<file path="src/rtl/seq_gen.sv">
`default_nettype none
// ============================================================================
// Module   : seq_gen
// Purpose  : Burst frame generator. Each frame is the 7-bit pattern 1011001,
//            MSB first, sent as four 2-bit symbols: 10, 11, 00, {1, pad}.
//            A burst has cnt_in frames, and gap_in FILL cycles separate
//            consecutive frames. All outputs are registered. Each output
//            shows the state entered at the current clock edge.
// Ports    : clk       - clock, rising edge
//            rst       - synchronous active-high reset
//            start     - one-cycle burst request (cnt_in/gap_in/pad_in
//                        are sampled with it)
//            abort     - stops the burst at the next edge
//            cnt_in    - frames per burst (0 means the request is ignored)
//            gap_in    - FILL cycles between frames
//            pad_in    - LSB of the fourth symbol
//            data_out  - symbol stream
//            sym_valid - data_out carries a frame symbol
//            busy      - burst in progress
//            done      - one-cycle pulse when a burst completes normally
// Revision : 1.0 - initial release
// ============================================================================
module seq_gen #(
  parameter int          CNT_W = 4,
  parameter logic [1:0]  FILL  = 2'b00
) (
  input  logic             clk,
  input  logic             rst,
  input  logic             start,
  input  logic             abort,
  input  logic [CNT_W-1:0] cnt_in,
  input  logic [1:0]       gap_in,
  input  logic             pad_in,
  output logic [1:0]       data_out,
  output logic             sym_valid,
  output logic             busy,
  output logic             done
);

  typedef enum logic [2:0] {
    IDLE = 3'd0,
    SYM0 = 3'd1,
    SYM1 = 3'd2,
    SYM2 = 3'd3,
    SYM3 = 3'd4,
    GAP  = 3'd5
  } state_e;

  localparam logic [CNT_W-1:0] CNT_ONE = CNT_W'(1);

  state_e           state_q, state_d;
  logic [CNT_W-1:0] cnt_q,   cnt_d;    // frames still to send, including the current one
  logic [1:0]       gap_q,   gap_d;    // latched gap length
  logic [1:0]       gcnt_q,  gcnt_d;   // GAP cycles remaining
  logic             pad_q,   pad_d;
  logic [1:0]       data_q,  data_d;
  logic             valid_q, valid_d;
  logic             busy_q,  busy_d;
  logic             done_q,  done_d;

  // Next-state logic and output decode
  always_comb begin
    state_d = state_q;
    cnt_d   = cnt_q;
    gap_d   = gap_q;
    gcnt_d  = gcnt_q;
    pad_d   = pad_q;
    done_d  = 1'b0;

    case (state_q)
      IDLE: begin
        if (start && !abort && (cnt_in != '0)) begin
          state_d = SYM0;
          cnt_d   = cnt_in;
          gap_d   = gap_in;
          pad_d   = pad_in;
        end
      end
      SYM0: state_d = SYM1;
      SYM1: state_d = SYM2;
      SYM2: state_d = SYM3;
      SYM3: begin
        cnt_d = cnt_q - CNT_ONE;
        if (cnt_q == CNT_ONE) begin
          state_d = IDLE;
          done_d  = 1'b1;
        end else if (gap_q == 2'd0) begin
          state_d = SYM0;
        end else begin
          state_d = GAP;
          gcnt_d  = gap_q;
        end
      end
      GAP: begin
        gcnt_d = gcnt_q - 2'd1;
        if (gcnt_q == 2'd1) begin
          state_d = SYM0;
        end
      end
      default: begin
        // Illegal encoding: fall back to a clean IDLE
        state_d = IDLE;
        cnt_d   = '0;
        gcnt_d  = 2'd0;
      end
    endcase

    // Abort overrides every transition out of a non-IDLE state, including
    // the normal completion from SYM3, so it never produces a done pulse.
    if (abort && (state_q != IDLE)) begin
      state_d = IDLE;
      cnt_d   = '0;
      gcnt_d  = 2'd0;
      done_d  = 1'b0;
    end

    // Outputs are decoded from the state being entered. That way the
    // registered outputs line up with state_q after the edge.
    data_d  = FILL;
    valid_d = 1'b0;
    case (state_d)
      SYM0: begin data_d = 2'b10;         valid_d = 1'b1; end
      SYM1: begin data_d = 2'b11;         valid_d = 1'b1; end
      SYM2: begin data_d = 2'b00;         valid_d = 1'b1; end
      SYM3: begin data_d = {1'b1, pad_d}; valid_d = 1'b1; end
      default: begin data_d = FILL;       valid_d = 1'b0; end
    endcase
    busy_d = (state_d != IDLE);
  end

  always_ff @(posedge clk) begin
    if (rst) begin
      state_q <= IDLE;
      cnt_q   <= '0;
      gap_q   <= 2'd0;
      gcnt_q  <= 2'd0;
      pad_q   <= 1'b0;
      data_q  <= FILL;
      valid_q <= 1'b0;
      busy_q  <= 1'b0;
      done_q  <= 1'b0;
    end else begin
      state_q <= state_d;
      cnt_q   <= cnt_d;
      gap_q   <= gap_d;
      gcnt_q  <= gcnt_d;
      pad_q   <= pad_d;
      data_q  <= data_d;
      valid_q <= valid_d;
      busy_q  <= busy_d;
      done_q  <= done_d;
    end
  end

  assign data_out  = data_q;
  assign sym_valid = valid_q;
  assign busy      = busy_q;
  assign done      = done_q;

endmodule
`default_nettype wire

</file>
<file path="config.mk">
export PLATFORM = sky130hd
export DESIGN_NAME = seq_gen
export DESIGN_NICKNAME = d
export VERILOG_FILES = /design/src/rtl/seq_gen.sv
export SDC_FILE = /design/constraint.sdc
export NUM_CORES = 1
export LEC_CHECK = 0
export BUFFER_PORTS_ARGS = -buffer_cell sky130_fd_sc_hd__buf_2
export CORE_MARGIN = 4
export CORE_UTILIZATION = 57
export CTS_BUF_LIST = sky130_fd_sc_hd__clkbuf_4 sky130_fd_sc_hd__clkbuf_8
export CTS_CLUSTER_DIAMETER = 30
export DETAILED_ROUTE_END_ITERATION = 12
export PLACE_DENSITY = 0.84
export SLEW_MARGIN = 20
export SYNTH_ARGS = -nofsm -noshare
export SYNTH_HDL_FRONTEND = slang
export SYNTH_SLANG_ARGS = --single-unit
export TNS_END_PERCENT = 100
</file>
<file path="constraint.sdc">
create_clock -name clk -period 2.2 [get_ports clk]
set_input_delay 0.33 -clock clk [delete_from_list [all_inputs] [get_ports clk]]
set_output_delay 0.33 -clock clk [all_outputs]
set_load 0.01 [all_outputs]
</file>
==> impl_metrics.json, run 1 <==
{
  "drtAntennaViolNets": 0,
  "numClockSinks": 17,
  "p_per_area_nw_per_um2": 568,
  "fin_crit_sh_pct": 83.9,
  "ys_ff_latch": 17,
  "place_congestion": 0.935,
  "hp-class": "in2reg",
  "root_buffer": "clkbuf_4",
  "preCtsSetupSlack_ps": 379,
  "grt_max_degree": 13,
  "design.core.area_um2": 1560,
  "hold_buffers": 0,
  "drc": 0,
  "arrival_ps": 2080,
  "grt_setup_unrepaired": "no",
  "synth_warnings": 0,
  "area_delta_synth_final_pct": 10.0,
  "synthFlopType": "dfxtp_1",
  "final_nets": 154,
  "worst_slew_pin_slew_ps": 386,
  "syn-cell-area_um2": 962,
  "vias": 905,
  "avgRoutedWirePerCell_um": 13.0,
  "cts_inserted_buffers": 3,
  "routed.top_layer": "met4",
  "drtIter0Drc": 21,
  "drt_first_pass_iters": 4,
  "overflow": 0,
  "start_util_pct": 61.7,
  "ctsLongestPathBuffers": 2,
  "cts-resized-gates": 0,
  "seq_area_frac_synth_pct": 35.4,
  "synth_cell_types": 36,
  "final-hold-violation-count": 0,
  "post_cts_buffers": 0,
  "status": "complete, no violations",
  "antenna_found_initial": 0,
  "fmax_mhz": 542,
  "synth_enable_flop_cells": 0,
  "post_drt_via_cell_ratio": 5.84,
  "p_leak_uw": 0.000423,
  "maxCapViolCount": 0,
  "totalNegativeSetupSlack_ps": 0,
  "setup_viol": 0,
  "cp_max_fo": 5,
  "syn-num-nets": 137,
  "fill_cells": 141,
  "synthArstFlopShare_pct": 0,
  "fin_worst_skew_ps": 4.47,
  "synth_cells": 123,
  "met1_length_um": 938,
  "grtUsageTotal_pct": 18.6,
  "core.rowCount": 14,
  "grt_pass1_vias": 842,
  "hpwl_mm": 1.56,
  "irDropWorstVdd_v": 0.000416,
  "ios": 16,
  "htreeDepth": 1,
  "dieArea_um2": 2410,
  "critPathCaptureType": "register",
  "start_kind": "register",
  "clk_pin_slew_ps": 90,
  "die_y_um": 49.1,
  "required_ps": 2430,
  "drive_gt1_share_pct": 19.4,
  "num_antenna_cells": 0,
  "cts_tree": "built",
  "portBuffers": 15,
  "slew_violations": 0,
  "grt_pass1_wl_mm": 3.63,
  "finalCriticalPeriod_ps": 1850,
  "setup_ws_ps": 354,
  "routed-wl-met3_um": 136,
  "relSlewSlack_pct": 74.0,
  "worstSkewPairLatency_ps": 290,
  "criticalPathCategory": "reg2reg",
  "die_w_um": 49.1,
  "syn_avg_cell_area_um2": 7.82,
  "finalWirelength_mm": 2.01,
  "wl_met2_um": 923
}
## worst max-delay path: stages (launching register included)
cell and delay [ps]:
dfxtp_1 410, ha_1 180, or3b_1 410, nor2_1 190, o311ai_4 130, or3_1 340
a21oi_2 130
## cell type report
class	instances	area [um^2]	area share, %
multi-input cells	95	559	52.8
flip-flops and latches	17	340	32.2
repair buffers	16	82.6	7.80
clock buffers	4	30.0	2.84
inverters	7	26.3	2.48
well taps	16	20.0	1.89
## cells in the mapped netlist, types with 2 or more instances
master	number	area [um^2]
o22ai_1	2	12.5
ha_1	3	37.5
or3b_1	2	17.5
buf_6	2	22.5
inv_1	7	26.3
nor2_1	18	67.6
o21ai_0	9	45.0
o21bai_1	2	15.0
a31oi_1	3	18.8
a21oi_1	11	55.1
nand2_1	18	67.6
nor3_1	6	30.0
dfxtp_1	17	340
## registers in the layout (all words and copies together) (netlist names)
| register | count |
|---|---|
| state_q | 3 |
| cnt_q | 4 |
| busy | 1 |
| gap_q | 2 |
| done | 1 |
| pad_q | 1 |
| data_out | 2 |
| gcnt_q | 2 |
| sym_valid | 1 |
## per-stage QoR
step                instance area (um^2)  utilization, %  cells  total power [uW]  hold slack [ps]
floorplan                            962               -    123               403              406
global placement                    1030            66.0    151               429              471
detailed placement                  1030            66.0    151               431              475
CTS                                 1060            67.9    155               605              270
global route                        1060            67.9    155               634              277
finish                              1060            67.9    155               601              274
## layer usage
layer,vias up,track usage [%]
li1,464,-
met1,406,24.3
met2,33,30.1
met3,2,6.42
met4,0,1.90
met5,-,0
## logic make-up after synthesis
logic type / share of synthesized area, %
compound gates: 26.3
fa+ha+maj: 3.90
buf+inv: 6.50
flops: 35.4
simple gates: 28.0
## report_power, final
part | internal (uW) | leakage (uW) | switching (uW) | total (uW)
logic | 39.6 | 0.000266 | 55.9 | 95.5
clock network | 82.9 | 0.0000184 | 92.3 | 175
registers | 319 | 0.000138 | 10.8 | 330
## final timing paths
kind	to	slack, ps	depth (start not counted)	startpoint
hold / removal	gap_q[0]$_SDFFE_PP0P_	270	3	gap_in[0]
setup / recovery	data_out[1]$_SDFF_PP0_	350	6	cnt_q[0]$_SDFFE_PP0P_
hold reg to reg	data_out[0]$_SDFF_PP0_	490	2	pad_q$_SDFF_PP0_
setup reg to reg	data_out[1]$_SDFF_PP0_	350	6	cnt_q[0]$_SDFFE_PP0P_
## cell usage in the layout (no fill, tap or decap), types with 3 or more instances in the layout
cell	instances
ha_1	3
dfxtp_1	17
clkbuf_4	4
inv_1	7
a21oi_1	11
a31oi_1	3
buf_2	15
nor2_1	18
nor3_1	6
nand2_1	18
o21ai_0	9
No activity file was read; power rests on OpenSTA's default activity.
==> run 2, diff against run 1 <==
==> constraint.sdc (replaced) <==
create_clock -name clk -period 1.8 [get_ports clk]
set_input_delay 0.27 -clock clk [delete_from_list [all_inputs] [get_ports clk]]
set_output_delay 0.27 -clock clk [all_outputs]
set_load 0.01 [all_outputs]
==> impl_metrics.json, run 2 (synthesized netlist as in run 1, its figures left out) <==
{
  "mostFrequentLayoutCells": "nand2_1, nor2_1, dfxtp_1, buf_2, a21oi_1",
  "relSlewSlack_pct": 68.3,
  "clk_pin_slew_ps": 90,
  "hp-class": "in2reg",
  "post_drt_via_cell_ratio": 6.07,
  "preCtsSetupSlack_ps": 32.6,
  "final_nets": 163,
  "crit_family": "simple AND/OR/NAND/NOR gates",
  "drive_gt1_share_pct": 29.1,
  "drtAntennaViolNets": 0,
  "final-hold-violation-count": 0,
  "worstSkewPairLatency_ps": 300,
  "whs_ps": 207,
  "drtIter0Drc": 55,
  "r2r_setup_slack_ps": 70,
  "fmax_mhz": 578,
  "vias": 996,
  "min_from": "gap_in[0]",
  "numClockSinks": 17,
  "start_util_pct": 61.7,
  "crit_buf_inv": 1,
  "die_y_um": 49.1,
  "fin_crit_sh_pct": 96.1,
  "r2r_start": "cnt_q[1]$_SDFFE_PP0P_",
  "cts_inserted_buffers": 3,
  "placed_cell_area_um2": 1100,
  "design.core.area_um2": 1560,
  "start_kind": "register",
  "worst_slew_pin_slew_ps": 474,
  "grt_pass1_wl_mm": 3.83,
  "dieArea_um2": 2410,
  "antenna_found_initial": 0,
  "criticalPathCategory": "reg2reg",
  "hold_buffers": 0,
  "num_antenna_cells": 0,
  "grt_setup_unrepaired": "no",
  "slew_violations": 0,
  "top_regs": "cnt_q x4, state_q x3",
  "irDropWorstVdd_v": 0.000702,
  "totalNegativeSetupSlack_ps": 0,
  "setup_viol": 0,
  "largest_reg_flops": 4,
  "holdPathEnd": "gap_q[0]$_SDFFE_PP0P_",
  "core.rowCount": 14,
  "cpPeakStageDelay_ps": 400,
  "cp_max_fo": 5,
  "p_per_area_nw_per_um2": 651,
  "htreeDepth": 1,
  "drc": 0,
  "required_ps": 2040,
  "finalWirelength_mm": 2.33,
  "portBuffers": 15,
  "post-route-cell-area_um2": 1140,
  "setup_ws_ps": 70.6,
  "p_leak_uw": 0.000462,
  "grtUsageTotal_pct": 20.5,
  "hpwl_mm": 1.80,
  "grt_pass1_vias": 862,
  "cp_slowest_cell": "or3b_4",
  "area_delta_synth_final_pct": 19.0,
  "root_buffer": "clkbuf_4",
  "arrival_ps": 1970,
  "reg2reg_to": "data_out[1]$_SDFF_PP0_",
  "utilization_pct": 73.4,
  "ios": 16,
  "hold_depth": 3,
  "cts_tree": "built",
  "ctsLongestPathBuffers": 2,
  "grt_max_degree": 13,
  "critPathCaptureType": "register",
  "top_register": "cnt_q",
  "fin_worst_skew_ps": 0.840,
  "fill_cells": 127,
  "reg2reg_depth": 7,
  "avgRoutedWirePerCell_um": 14.2,
  "die_w_um": 49.1,
  "overflow": 0,
  "finalCriticalPeriod_ps": 1730,
  "drt_first_pass_iters": 4,
  "place_congestion": 0.934,
  "maxCapViolCount": 0,
  "cp.depth": 7,
  "status": "complete, no violations",
  "crit_chain": "inv_2, ha_1, or3b_4, nor2_4, o311ai_4, or3_1, a21oi_2",
  "layout_commonest_cell": "nand2_1"
}
## run 2: metal layers
metal	vias to the layer above	share of wire [%]	track usage (%)
met4	0	1.9	11.8
met1	460	44	26.7
met3	5	8.3	5.20
met2	43	46	30.4
li1	488	-	-
met5	-	0	0
## run 2: worst max-delay path by stage
stage	start	slack (ps)	end
6_report	cnt_q[1]$_SDFFE_PP0P_	70	data_out[1]$_SDFF_PP0_
2_1_floorplan	cnt_q[0]$_SDFFE_PP0P_	80	data_out[1]$_SDFF_PP0_
5_1_grt	state_q[1]$_SDFF_PP0_	3	data_out[0]$_SDFF_PP0_
4_1_cts	cnt_q[1]$_SDFFE_PP0P_	9	data_out[1]$_SDFF_PP0_
3_3_place_gp	cnt_q[1]$_SDFFE_PP0P_	90	data_out[1]$_SDFF_PP0_
3_5_place_dp	cnt_q[1]$_SDFFE_PP0P_	30	data_out[1]$_SDFF_PP0_
## run 2: through the flow
stage                     power (uW)  instances
after floorplan                  493        123
after global placement           537        160
after detailed placement         542        160
after CTS                        743        164
after global routing             799        164
final                            745        164
## run 2: what timing repair did
action,4_1_cts,5_1_grt
buffers inserted,0,0
hold endpoints to repair,0,0
gates resized for setup,0,8
setup endpoints to repair,0,3
## run 2: area by class of cell
cell class	count	area (um^2)	share of cell area, %
Inverter	7	26.3	2.30
Timing Repair Buffer	25	150	13.1
Clock inverter	1	5.00	0.437
Clock buffer	3	22.5	1.97
Sequential cell	17	343	29.9
Multi-Input combinational cell	95	578	50.5
Tap cell	16	20.0	1.75
## run 2: power breakdown
| part | leakage [uW] | internal [uW] | switching, uW |
|---|---|---|---|
| registers | 0.000139 | 391 | 11.7 |
| clock network | 0.0000177 | 83.0 | 122 |
| logic | 0.000305 | 60.4 | 77.2 |
## run 2: worst register-to-register path: stages (launching register included)
cell and delay (ps):
dfxtp_2 340, inv_2 60, ha_1 150, or3b_4 400, nor2_4 130, o311ai_4 110, or3_1 350, a21oi_2 140
==> run 3, diff against run 2 <==
--- a/config.mk
+++ b/config.mk
@@ -5,6 +5,7 @@
 export SDC_FILE = /design/constraint.sdc
 export NUM_CORES = 1
 export LEC_CHECK = 0
+export ABC_CLOCK_PERIOD_IN_PS = 1900
 export BUFFER_PORTS_ARGS = -buffer_cell sky130_fd_sc_hd__buf_2
 export CORE_MARGIN = 4
 export CORE_UTILIZATION = 57
==> constraint.sdc (replaced) <==
create_clock -name clk -period 1.9 [get_ports clk]
set_input_delay 0.285 -clock clk [delete_from_list [all_inputs] [get_ports clk]]
set_output_delay 0.285 -clock clk [all_outputs]
set_load 0.01 [all_outputs]
==> impl_metrics.json, run 3 (synthesized netlist as in run 1, its figures left out) <==
{
  "status": "complete, no violations",
  "mostFrequentLayoutCells": "nand2_1, nor2_1, dfxtp_1, buf_2, a21oi_1",
  "slew_violations": 0,
  "antenna_found_initial": 0,
  "grt_pass1_wl_mm": 4.02,
  "ios": 16,
  "relSlewSlack_pct": 73.4,
  "clk_pin_slew_ps": 100,
  "portBuffers": 15,
  "drc": 0,
  "start_kind": "register",
  "area_delta_synth_final_pct": 12.6,
  "grt_max_degree": 13,
  "cts_tree": "built",
  "placed_cell_area_um2": 1050,
  "worstSkewPairLatency_ps": 300,
  "irDropWorstVdd_v": 0.000517,
  "switchingPower_uw": 207,
  "setup_viol": 0,
  "top_regs": "cnt_q x4, state_q x3",
  "fin_crit_sh_pct": 95.5,
  "hpwl_mm": 1.78,
  "final_nets": 157,
  "worst_slew_pin_slew_ps": 394,
  "required_ps": 2150,
  "design.core.area_um2": 1560,
  "p_clk_share_pct": 28.9,
  "arrival_ps": 2070,
  "start_util_pct": 61.7,
  "die_w_um": 49.1,
  "largest_reg_flops": 4,
  "cpPeakStageDelay_ps": 420,
  "post_cts_buffers": 0,
  "drive_gt1_share_pct": 23.2,
  "grt_pass1_vias": 906,
  "hp-class": "in2reg",
  "fmax_mhz": 551,
  "die_y_um": 49.1,
  "top_register": "cnt_q",
  "drtIter0Drc": 34,
  "post-route-cell-area_um2": 1080,
  "cp_max_fo": 5,
  "fin_worst_skew_ps": 1.23,
  "num_antenna_cells": 0,
  "drt_first_pass_iters": 5,
  "post_drt_via_cell_ratio": 6.04,
  "root_buffer": "clkbuf_4",
  "finalCriticalPeriod_ps": 1820,
  "p_leak_uw": 0.000438,
  "finalWirelength_mm": 2.36,
  "hold_buffers": 0,
  "power_switching_share_pct": 29.4,
  "final-hold-violation-count": 0,
  "vias": 954,
  "intPower_uw": 498,
  "p_comb_share_pct": 16.8,
  "place_congestion": 0.969,
  "cts-resized-gates": 0,
  "p_per_area_nw_per_um2": 651,
  "core.rowCount": 14,
  "grtUsageTotal_pct": 21.4,
  "p_seq_share_pct": 54.3,
  "overflow": 0,
  "numClockSinks": 17,
  "cp_slowest_cell": "or3b_1",
  "avgRoutedWirePerCell_um": 14.9,
  "crit_chain": "inv_1, ha_1, or3b_1, nor2_2, o311ai_4, or3_1, a21oi_2",
  "dieArea_um2": 2410,
  "critPathCaptureType": "register",
  "layout_commonest_cell": "nand2_1",
  "maxCapViolCount": 0,
  "ctsLongestPathBuffers": 2,
  "htreeDepth": 1,
  "totalNegativeSetupSlack_ps": 0,
  "criticalPathCategory": "reg2reg",
  "grt_setup_unrepaired": "no",
  "drtAntennaViolNets": 0,
  "cts_inserted_buffers": 3
}
[run 3: path summary, 6_finish.rpt]
path,startpoint,end,slack (ps),depth (start not counted)
max,cnt_q[1]$_SDFFE_PP0P_,data_out[1]$_SDFF_PP0_,80,7
min,gap_in[1],gap_q[1]$_SDFFE_PP0P_,200,3
max reg2reg,cnt_q[1]$_SDFFE_PP0P_,data_out[1]$_SDFF_PP0_,80,7
min reg2reg,gap_q[1]$_SDFFE_PP0P_,gap_q[1]$_SDFFE_PP0P_,490,2
[run 3: layout make-up]
| class | instances | area, um^2 |
|---|---|---|
| clock buffer | 3 | 22.5 |
| fill | 128 | 475 |
| inverter | 7 | 26.3 |
| sequential | 17 | 343 |
| timing repair buffer | 19 | 105 |
| clock inverter | 1 | 5.00 |
| multi-input combinational | 95 | 562 |
| tap | 16 | 20.0 |
[run 3: critical path, delay by kind of cell (launching register included)]
family,cells,cell delay [ps]
AND/OR/NAND/NOR,3,930
flip-flops,1,340
buffers and inverters,1,90
adder cells (fa/ha/maj),1,150
AO/OA/AOI/OAI,2,260
[run 3: stage by stage]
step	setup slack (ps)	total power [uW]	utilization [%]	instances	hold slack (ps)
floorplan	183	467	-	123	361
global placement	128	501	67.4	154	471
detailed placement	30.5	505	67.4	154	477
CTS	12.9	704	69.2	158	210
global route	9.88	740	69.5	158	202
finish	84.7	705	69.5	158	205
[run 3: layer usage]
layer	vias up	GRT usage (%)	part of all wire (%)
met5	-	0	0
met4	0	12.3	3.0
met3	11	4.59	5.5
met2	38	36.2	45
met1	433	24.6	46
li1	472	-	-
[run 3: power by group through the flow]
| stage | sequential [uW] | clock [uW] | combinational (uW) |
|---|---|---|---|
| after CTS | 382 | 205 | 117 |
| final | 383 | 204 | 119 |
| after detailed placement | 390 | 0 | 116 |
| after global routing | 385 | 223 | 132 |
| after floorplan | 387 | 0 | 79.9 |
| after global placement | 389 | 0 | 112 |
